--- config.mk ---
export PLATFORM = sky130hd
export DESIGN_NAME = dual_lock_requester_flat
export DESIGN_NICKNAME = d
export VERILOG_FILES = /design/src/rtl/dual_lock_requester_if.sv /design/src/rtl/dual_lock_requester.sv /design/src/flat_wrapper.sv
export SDC_FILE = /design/constraint.sdc
export NUM_CORES = 1
export LEC_CHECK = 0
export BUFFER_PORTS_ARGS = -buffer_cell sky130_fd_sc_hd__buf_2
export CAP_MARGIN = 10
export CORE_MARGIN = 2
export CORE_UTILIZATION = 40
export DETAILED_ROUTE_END_ITERATION = 8
export PLACE_DENSITY = 0.7
export SYNTH_ARGS = -nofsm -noshare
export SYNTH_HDL_FRONTEND = slang
export SYNTH_SLANG_ARGS = --single-unit
--- constraint.sdc ---
create_clock -name CLK -period 2.4 [get_ports CLK]
set_input_delay 0 -clock CLK [delete_from_list [all_inputs] [get_ports CLK]]
set_output_delay 0 -clock CLK [all_outputs]
set_load 0.1 [all_outputs]
--- src/rtl/dual_lock_requester_if.sv ---
// Handshake bundle between a transaction source, the two lock arbiters and
// the dual-lock requester.
interface dual_lock_requester_if;
    logic       START;
    logic       NEED_A;
    logic       NEED_B;
    logic       GNTA;
    logic       GNTB;
    logic       REQA;
    logic       REQB;
    logic       busy;
    logic       done;
    logic       abort;
    logic [7:0] retry_cnt;

    // master: the requester itself; slave: source plus arbiters
    modport master (
        input  START, NEED_A, NEED_B, GNTA, GNTB,
        output REQA, REQB, busy, done, abort, retry_cnt
    );

    modport slave (
        output START, NEED_A, NEED_B, GNTA, GNTB,
        input  REQA, REQB, busy, done, abort, retry_cnt
    );
endinterface

--- src/rtl/dual_lock_requester.sv ---
// Two-resource lock initiator: acquires A then B, holds, releases; a per-wait
// watchdog aborts and retries after an LFSR-derived backoff.
//
// state   | meaning
// IDLE    | no transaction, waiting for START
// WAIT_A  | REQA high, waiting for GNTA under watchdog
// WAIT_B  | REQB high (REQA kept if needed), waiting for GNTB under watchdog
// BACKOFF | all requests dropped after timeout, waiting before retry
// HOLD    | all needed resources granted, held for HOLD cycles
module dual_lock_requester #(
    parameter int          TIMEOUT      = 17,
    parameter int          HOLD         = 4,
    parameter int          BACKOFF_BITS = 2,
    parameter logic [15:0] LFSR_SEED    = 16'hACE1
) (
    input  logic                  CLK,
    input  logic                  RST,
    dual_lock_requester_if.master bus
);
    localparam logic [2:0] IDLE    = 3'd0;
    localparam logic [2:0] WAIT_A  = 3'd1;
    localparam logic [2:0] WAIT_B  = 3'd2;
    localparam logic [2:0] BACKOFF = 3'd3;
    localparam logic [2:0] ST_HOLD = 3'd4;

    localparam int          CW        = 16;
    localparam logic [CW-1:0] WD_LOAD   = CW'(TIMEOUT - 1);
    localparam logic [CW-1:0] HOLD_LOAD = CW'(HOLD - 1);
    localparam logic [15:0] SEED      = (LFSR_SEED == 16'h0) ? 16'h0001 : LFSR_SEED;

    logic [2:0]    state;
    logic [CW-1:0] cnt;
    logic [15:0]   lfsr;
    logic [15:0]   lfsr_next;
    logic          need_a;
    logic          need_b;
    logic          reqa_q;
    logic          reqb_q;
    logic          busy_q;
    logic          done_q;
    logic          abort_q;
    logic [7:0]    retry_q;

    // Galois form of x^16 + x^14 + x^13 + x^11, shifting right
    assign lfsr_next = {1'b0, lfsr[15:1]} ^ (lfsr[0] ? 16'hB400 : 16'h0000);

    always_ff @(posedge CLK) begin
        if (RST) begin
            state   <= IDLE;
            cnt     <= '0;
            lfsr    <= SEED;
            need_a  <= 1'b0;
            need_b  <= 1'b0;
            reqa_q  <= 1'b0;
            reqb_q  <= 1'b0;
            busy_q  <= 1'b0;
            done_q  <= 1'b0;
            abort_q <= 1'b0;
            retry_q <= 8'd0;
        end else begin
            lfsr    <= lfsr_next;
            done_q  <= 1'b0;
            abort_q <= 1'b0;
            case (state)
                IDLE: begin
                    if (bus.START) begin
                        if (bus.NEED_A || bus.NEED_B) begin
                            need_a  <= bus.NEED_A;
                            need_b  <= bus.NEED_B;
                            busy_q  <= 1'b1;
                            retry_q <= 8'd0;
                            cnt     <= WD_LOAD;
                            if (bus.NEED_A) begin
                                state  <= WAIT_A;
                                reqa_q <= 1'b1;
                            end else begin
                                state  <= WAIT_B;
                                reqb_q <= 1'b1;
                            end
                        end else begin
                            done_q <= 1'b1;
                        end
                    end
                end
                WAIT_A: begin
                    // grant is checked first so a grant on the timeout cycle wins
                    if (bus.GNTA) begin
                        if (need_b) begin
                            state  <= WAIT_B;
                            reqb_q <= 1'b1;
                            cnt    <= WD_LOAD;
                        end else begin
                            state <= ST_HOLD;
                            cnt   <= HOLD_LOAD;
                        end
                    end else if (cnt == '0) begin
                        state   <= BACKOFF;
                        reqa_q  <= 1'b0;
                        reqb_q  <= 1'b0;
                        abort_q <= 1'b1;
                        cnt     <= CW'(lfsr[BACKOFF_BITS-1:0]);
                        if (retry_q != 8'hFF) retry_q <= retry_q + 8'd1;
                    end else begin
                        cnt <= cnt - 1'b1;
                    end
                end
                WAIT_B: begin
                    if (bus.GNTB) begin
                        state <= ST_HOLD;
                        cnt   <= HOLD_LOAD;
                    end else if (cnt == '0) begin
                        state   <= BACKOFF;
                        reqa_q  <= 1'b0;
                        reqb_q  <= 1'b0;
                        abort_q <= 1'b1;
                        cnt     <= CW'(lfsr[BACKOFF_BITS-1:0]);
                        if (retry_q != 8'hFF) retry_q <= retry_q + 8'd1;
                    end else begin
                        cnt <= cnt - 1'b1;
                    end
                end
                BACKOFF: begin
                    if (cnt == '0) begin
                        cnt <= WD_LOAD;
                        if (need_a) begin
                            state  <= WAIT_A;
                            reqa_q <= 1'b1;
                        end else begin
                            state  <= WAIT_B;
                            reqb_q <= 1'b1;
                        end
                    end else begin
                        cnt <= cnt - 1'b1;
                    end
                end
                ST_HOLD: begin
                    if (cnt == '0) begin
                        state  <= IDLE;
                        reqa_q <= 1'b0;
                        reqb_q <= 1'b0;
                        busy_q <= 1'b0;
                        done_q <= 1'b1;
                    end else begin
                        cnt <= cnt - 1'b1;
                    end
                end
                default: begin
                    state  <= IDLE;
                    reqa_q <= 1'b0;
                    reqb_q <= 1'b0;
                    busy_q <= 1'b0;
                end
            endcase
        end
    end

    assign bus.REQA      = reqa_q;
    assign bus.REQB      = reqb_q;
    assign bus.busy      = busy_q;
    assign bus.done      = done_q;
    assign bus.abort     = abort_q;
    assign bus.retry_cnt = retry_q;
endmodule

--- src/flat_wrapper.sv ---
// flat-port wrapper written by rule: the top's interface ports become plain ports
module dual_lock_requester_flat 
#(
    parameter int          TIMEOUT      = 17,
    parameter int          HOLD         = 4,
    parameter int          BACKOFF_BITS = 2,
    parameter logic [15:0] LFSR_SEED    = 16'hACE1
)
  (CLK, RST, bus_START, bus_NEED_A, bus_NEED_B, bus_GNTA, bus_GNTB, bus_REQA, bus_REQB, bus_busy, bus_done, bus_abort, bus_retry_cnt);
  dual_lock_requester_if bus_i ();
  input  logic CLK;
  input  logic RST;
  input wire logic [$bits(bus_i.START)-1:0] bus_START;
  input wire logic [$bits(bus_i.NEED_A)-1:0] bus_NEED_A;
  input wire logic [$bits(bus_i.NEED_B)-1:0] bus_NEED_B;
  input wire logic [$bits(bus_i.GNTA)-1:0] bus_GNTA;
  input wire logic [$bits(bus_i.GNTB)-1:0] bus_GNTB;
  output wire logic [$bits(bus_i.REQA)-1:0] bus_REQA;
  output wire logic [$bits(bus_i.REQB)-1:0] bus_REQB;
  output wire logic [$bits(bus_i.busy)-1:0] bus_busy;
  output wire logic [$bits(bus_i.done)-1:0] bus_done;
  output wire logic [$bits(bus_i.abort)-1:0] bus_abort;
  output wire logic [$bits(bus_i.retry_cnt)-1:0] bus_retry_cnt;
  assign bus_i.START = bus_START;
  assign bus_i.NEED_A = bus_NEED_A;
  assign bus_i.NEED_B = bus_NEED_B;
  assign bus_i.GNTA = bus_GNTA;
  assign bus_i.GNTB = bus_GNTB;
  assign bus_REQA = bus_i.REQA;
  assign bus_REQB = bus_i.REQB;
  assign bus_busy = bus_i.busy;
  assign bus_done = bus_i.done;
  assign bus_abort = bus_i.abort;
  assign bus_retry_cnt = bus_i.retry_cnt;
  dual_lock_requester #(.TIMEOUT(TIMEOUT), .HOLD(HOLD), .BACKOFF_BITS(BACKOFF_BITS), .LFSR_SEED(LFSR_SEED)) u_core (.CLK(CLK), .RST(RST), .bus(bus_i));
endmodule
==> key figures <==
Critical path
  – Endpoint type of the worst setup path: flop
  – Largest delay share family, worst path: simple AND/OR/NAND/NOR gates
  – Crit Path Max Fanout: 12
  – Reg2Reg Depth: 7
  – FF-to-FF Start: u_core.cnt[9]
  – CP arrival: about 2.5 ns
  – R2r setup slk: 0.14 ns
  – Critical path data required time: 2.60 ns
  – CP max stage delay: 0.55 ns
  – Worst Setup Start Kind: flop
  – Most frequent CP cell: or4_4
  – Crit path kind: reg -> reg
  – Buf/Inv on CP: 1
  – CP Depth: 7
  – RR Endpoint: u_core.cnt[15]
  – Crit-path slowest cell: or4_4
  – CP cell instances: or4_4, or4_4, nor2_8, a21oi_1, o31ai_2, buf_4, nor2_1

Logic synthesis
  – Cells after Synth: 290
  – Yosys reg bits: 50
  – Netlist Area Pre-Place: roughly 0.0025 mm2
  – Syn. warnings: 0
  – Unique masters post-synth: 58
  – Ys async rst share: 0%
  – Net Count, Synth: 299
  – Top_reg_cell synth: dfxtp_1
  – Avg Synthesized Cell Area: 8.495 um2
  – Post-synth EDFFs: 0
  – Seq/Total Area, Yosys: 40.63%

Routing
  – Via count: approximately 2200
  – Post-Route WL: roughly 5300 um
  – Routed len/inst: 13.47 um
  – Initial DRC Count: 133
  – Vias per inst: 5.496
  – Detailed-route DRC error count: 0
  – Detailed Routing Iterations Pass 1: 4
  – Antenna Nets Post-Route: 0

Placed design
  – Buffers added on ports: 19
  – Inst Count DP: 384
  – Dpl ws: -0.01013 ns
  – Post-DP HPWL: 3682 um
  – GP Congestion: between 0.8 and 0.9

Timing
  – Worst setup margin: 0.1392 ns
  – Final Hold Viols: 0
  – F_max: 0.4423 GHz
  – Skew final: 0.01258 ns
  – Period minus WS final: 2.261 ns
  – Final setup fails: 0
  – Setup TNS: 0 ns
  – Max-slew headroom: a little under three fifths
  – Tightest Pin Transition: 0.6399 ns
  – Slew Limit Fails: 0
  – RSZ-0062 raised after global routing: no
  – Tcrit/Tclk final: between 90% and 100%

Die
  – Starting Density: 41.61%
  – Die area: 0.006803 mm2
  – Die Y: just over 80 um
  – Die X-Extent: 82.48 um
  – Row count: 28
  – Core area: 0.005921 mm2
  – Num ports: 20

Clocking
  – Clk slew on worst S/H paths: 0.10 ns
  – Skew-Pair Late Insertion Delay: 0.31 ns
  – CTS tree: done
  – Number of setup buffers added after CTS: 0
  – H-tree depth: 2
  – Sink Count: 50
  – TritonCTS buffer count: 5
  – CTS Buffer Depth: 2
  – CTS Root Cell: clkbuf_8

Cells and area
  – Synth-to-layout area growth: 13.51%
  – Final #Nets: 326
  – # fillers: 575
  – Layout cells sized above 1: 20.44%
  – Final Non-Filler Cells: 393
  – Final core utilization: between 40 and 50%
  – Diode count: 0

Global route
  – Antenna violations before repair: 0
  – Largest net degree at the start of global routing: 34
  – First-pass GRT wire length: roughly 9000 um
  – Aggregate global-route resource usage: 17.05%
  – Vias in the first global route: 1888
  – Gr ovfl total: 0

Run
  – MaxCap Viol Count: 0

Status
  – Status: finished clean

Power
  – Pwr Density: 1565 mW/mm2
  – Max VDD drop: around 930 uV
  – P_leak: roughly 1.1 nW
  – Total Power: 4.375 mW

Hold path
  – Min-Delay Endpoint: u_core.need_b
  – Hold Crit Start: bus_START
  – Hold crit path type: in -> reg
  – Cell depth of the worst hold path: 3
## what timing repair did
action / in CTS / in global routing
setup endpoints to repair: 12 / 23
hold endpoints to repair: 1 / 0
hold buffers: 1 / 0
resized for setup: 1 / 2
gates cloned: 0 / 0
## cells in the final DEF, fill, tap and decap left out, types with 3 or more instances in the layout
| master | Yosys | layout |
|---|---|---|
| dfxtp_1 | 50 | 48 |
| nor2_1 | 36 | 36 |
| nand2_1 | 24 | 24 |
| buf_2 | 0 | 19 |
| a21oi_1 | 16 | 16 |
| nor3_1 | 15 | 15 |
| xnor2_1 | 15 | 15 |
| buf_4 | 1 | 12 |
| inv_1 | 10 | 10 |
| nand3_1 | 10 | 10 |
| o21ai_0 | 9 | 9 |
| nor2b_1 | 8 | 8 |
| a21o_1 | 6 | 6 |
| nor4_1 | 6 | 6 |
| or2_2 | 5 | 5 |
| clkbuf_8 | 1 | 5 |
| nand2b_1 | 4 | 4 |
| a31oi_1 | 4 | 4 |
| o221ai_1 | 3 | 3 |
| o21bai_1 | 3 | 3 |
| o211ai_1 | 3 | 3 |
| a311oi_1 | 3 | 3 |
## Yosys cell counts, types with 2 or more instances
cell | number | share of area, %
nand2b_1 | 4 | 1.0
nor4_1 | 6 | 1.5
and3_1 | 2 | 0.51
mux2i_1 | 2 | 0.81
or4_2 | 2 | 0.71
nand3_1 | 10 | 2.0
and2_1 | 2 | 0.51
inv_1 | 10 | 1.5
nor2_1 | 36 | 5.5
ha_1 | 2 | 1.0
o21bai_1 | 3 | 0.91
nor3_1 | 15 | 3.0
o31a_1 | 2 | 0.71
a21oi_1 | 16 | 3.3
or4_1 | 3 | 0.91
xnor2_1 | 15 | 5.3
nor2b_1 | 8 | 2.0
a22o_1 | 2 | 0.71
o221ai_1 | 3 | 1.1
a311oi_1 | 3 | 1.1
nand2_1 | 24 | 3.7
nor4b_1 | 2 | 0.71
a31oi_1 | 4 | 1.0
clkbuf_1 | 9 | 1.4
or3_1 | 2 | 0.51
dfxtp_1 | 50 | 41
or2_2 | 5 | 1.3
o211ai_1 | 3 | 0.91
o21ai_0 | 9 | 1.8
nor2_2 | 2 | 0.51
a21o_1 | 6 | 1.8
or3b_2 | 2 | 0.71
## per-layer routing
metal  share of wire (%)  track usage (%)
met4                 1.1            6.000
met2                  44            24.60
met3                 4.2            3.370
met1                  50            25.07
met5                   0                0
## kinds of logic after synthesis
family / after synthesis / synth area share (%)
buf+inv: 24 / 4.520
mux: 2 / 0.8126
fa+ha+maj: 2 / 1.016
compound gates: 65 / 19.30
xor+xnor: 15 / 5.333
simple gates: 132 / 28.39
flops: 50 / 40.63
## tightest hold or removal path: cells and delay by family
family | cells | cell delay (ns)
compound gates | 1 | 0.06
buf+inv | 1 | 0.12
simple gates | 1 | 0.10
## state kept, by name, summed over array words and instances (netlist names)
name	count
u_core.bus.abort	1
u_core.need_a	1
u_core.state	3
u_core.bus.REQB	1
u_core.bus.retry_cnt	8
u_core.need_b	1
u_core.bus.REQA	1
u_core.bus.done	1
u_core.bus.busy	1
u_core.lfsr	16
u_core.cnt	16
## how the worst max path moves through the flow
stage | to | from | slack (ns)
after floorplan | u_core.bus.retry_cnt[5] | u_core.bus.retry_cnt[5] | 0.05
after detailed placement | u_core.state[1] | u_core.cnt[9] | -0.01
after global placement | u_core.cnt[11] | u_core.cnt[9] | 0.07
after CTS | u_core.cnt[9] | u_core.cnt[0] | 0.05
after global routing | u_core.cnt[9] | u_core.cnt[9] | 0.01
final | u_core.cnt[15] | u_core.cnt[9] | 0.14
## per-stage QoR
step           instance area [um2]  hold slack [ns]
6_report                      2796          0.03743
3_3_place_gp                  2679           0.3159
4_1_cts                       2785          0.02690
2_1_floorplan                 2466           0.1708
3_5_place_dp                  2679           0.3130
5_1_grt                       2796          0.05873
## power breakdown
| group | switching [mW] | internal (mW) |
|---|---|---|
| Sequential | 0.186 | 1.02 |
| Combinational | 1.63 | 1.04 |
| Clock | 0.297 | 0.209 |
## final cells by class
cell class / count / area [um2] / share of cell area (%)
clock buffer: 5 / 68.82 / 2.461
clock inverter: 3 / 23.77 / 0.8501
inverter: 12 / 45.04 / 1.611
multi-input combinational: 216 / 1366 / 48.86
sequential: 50 / 1003 / 35.88
tap: 75 / 93.84 / 3.356
timing repair buffer: 32 / 195.2 / 6.980
Note: power is estimated with default switching activity, not from simulation.
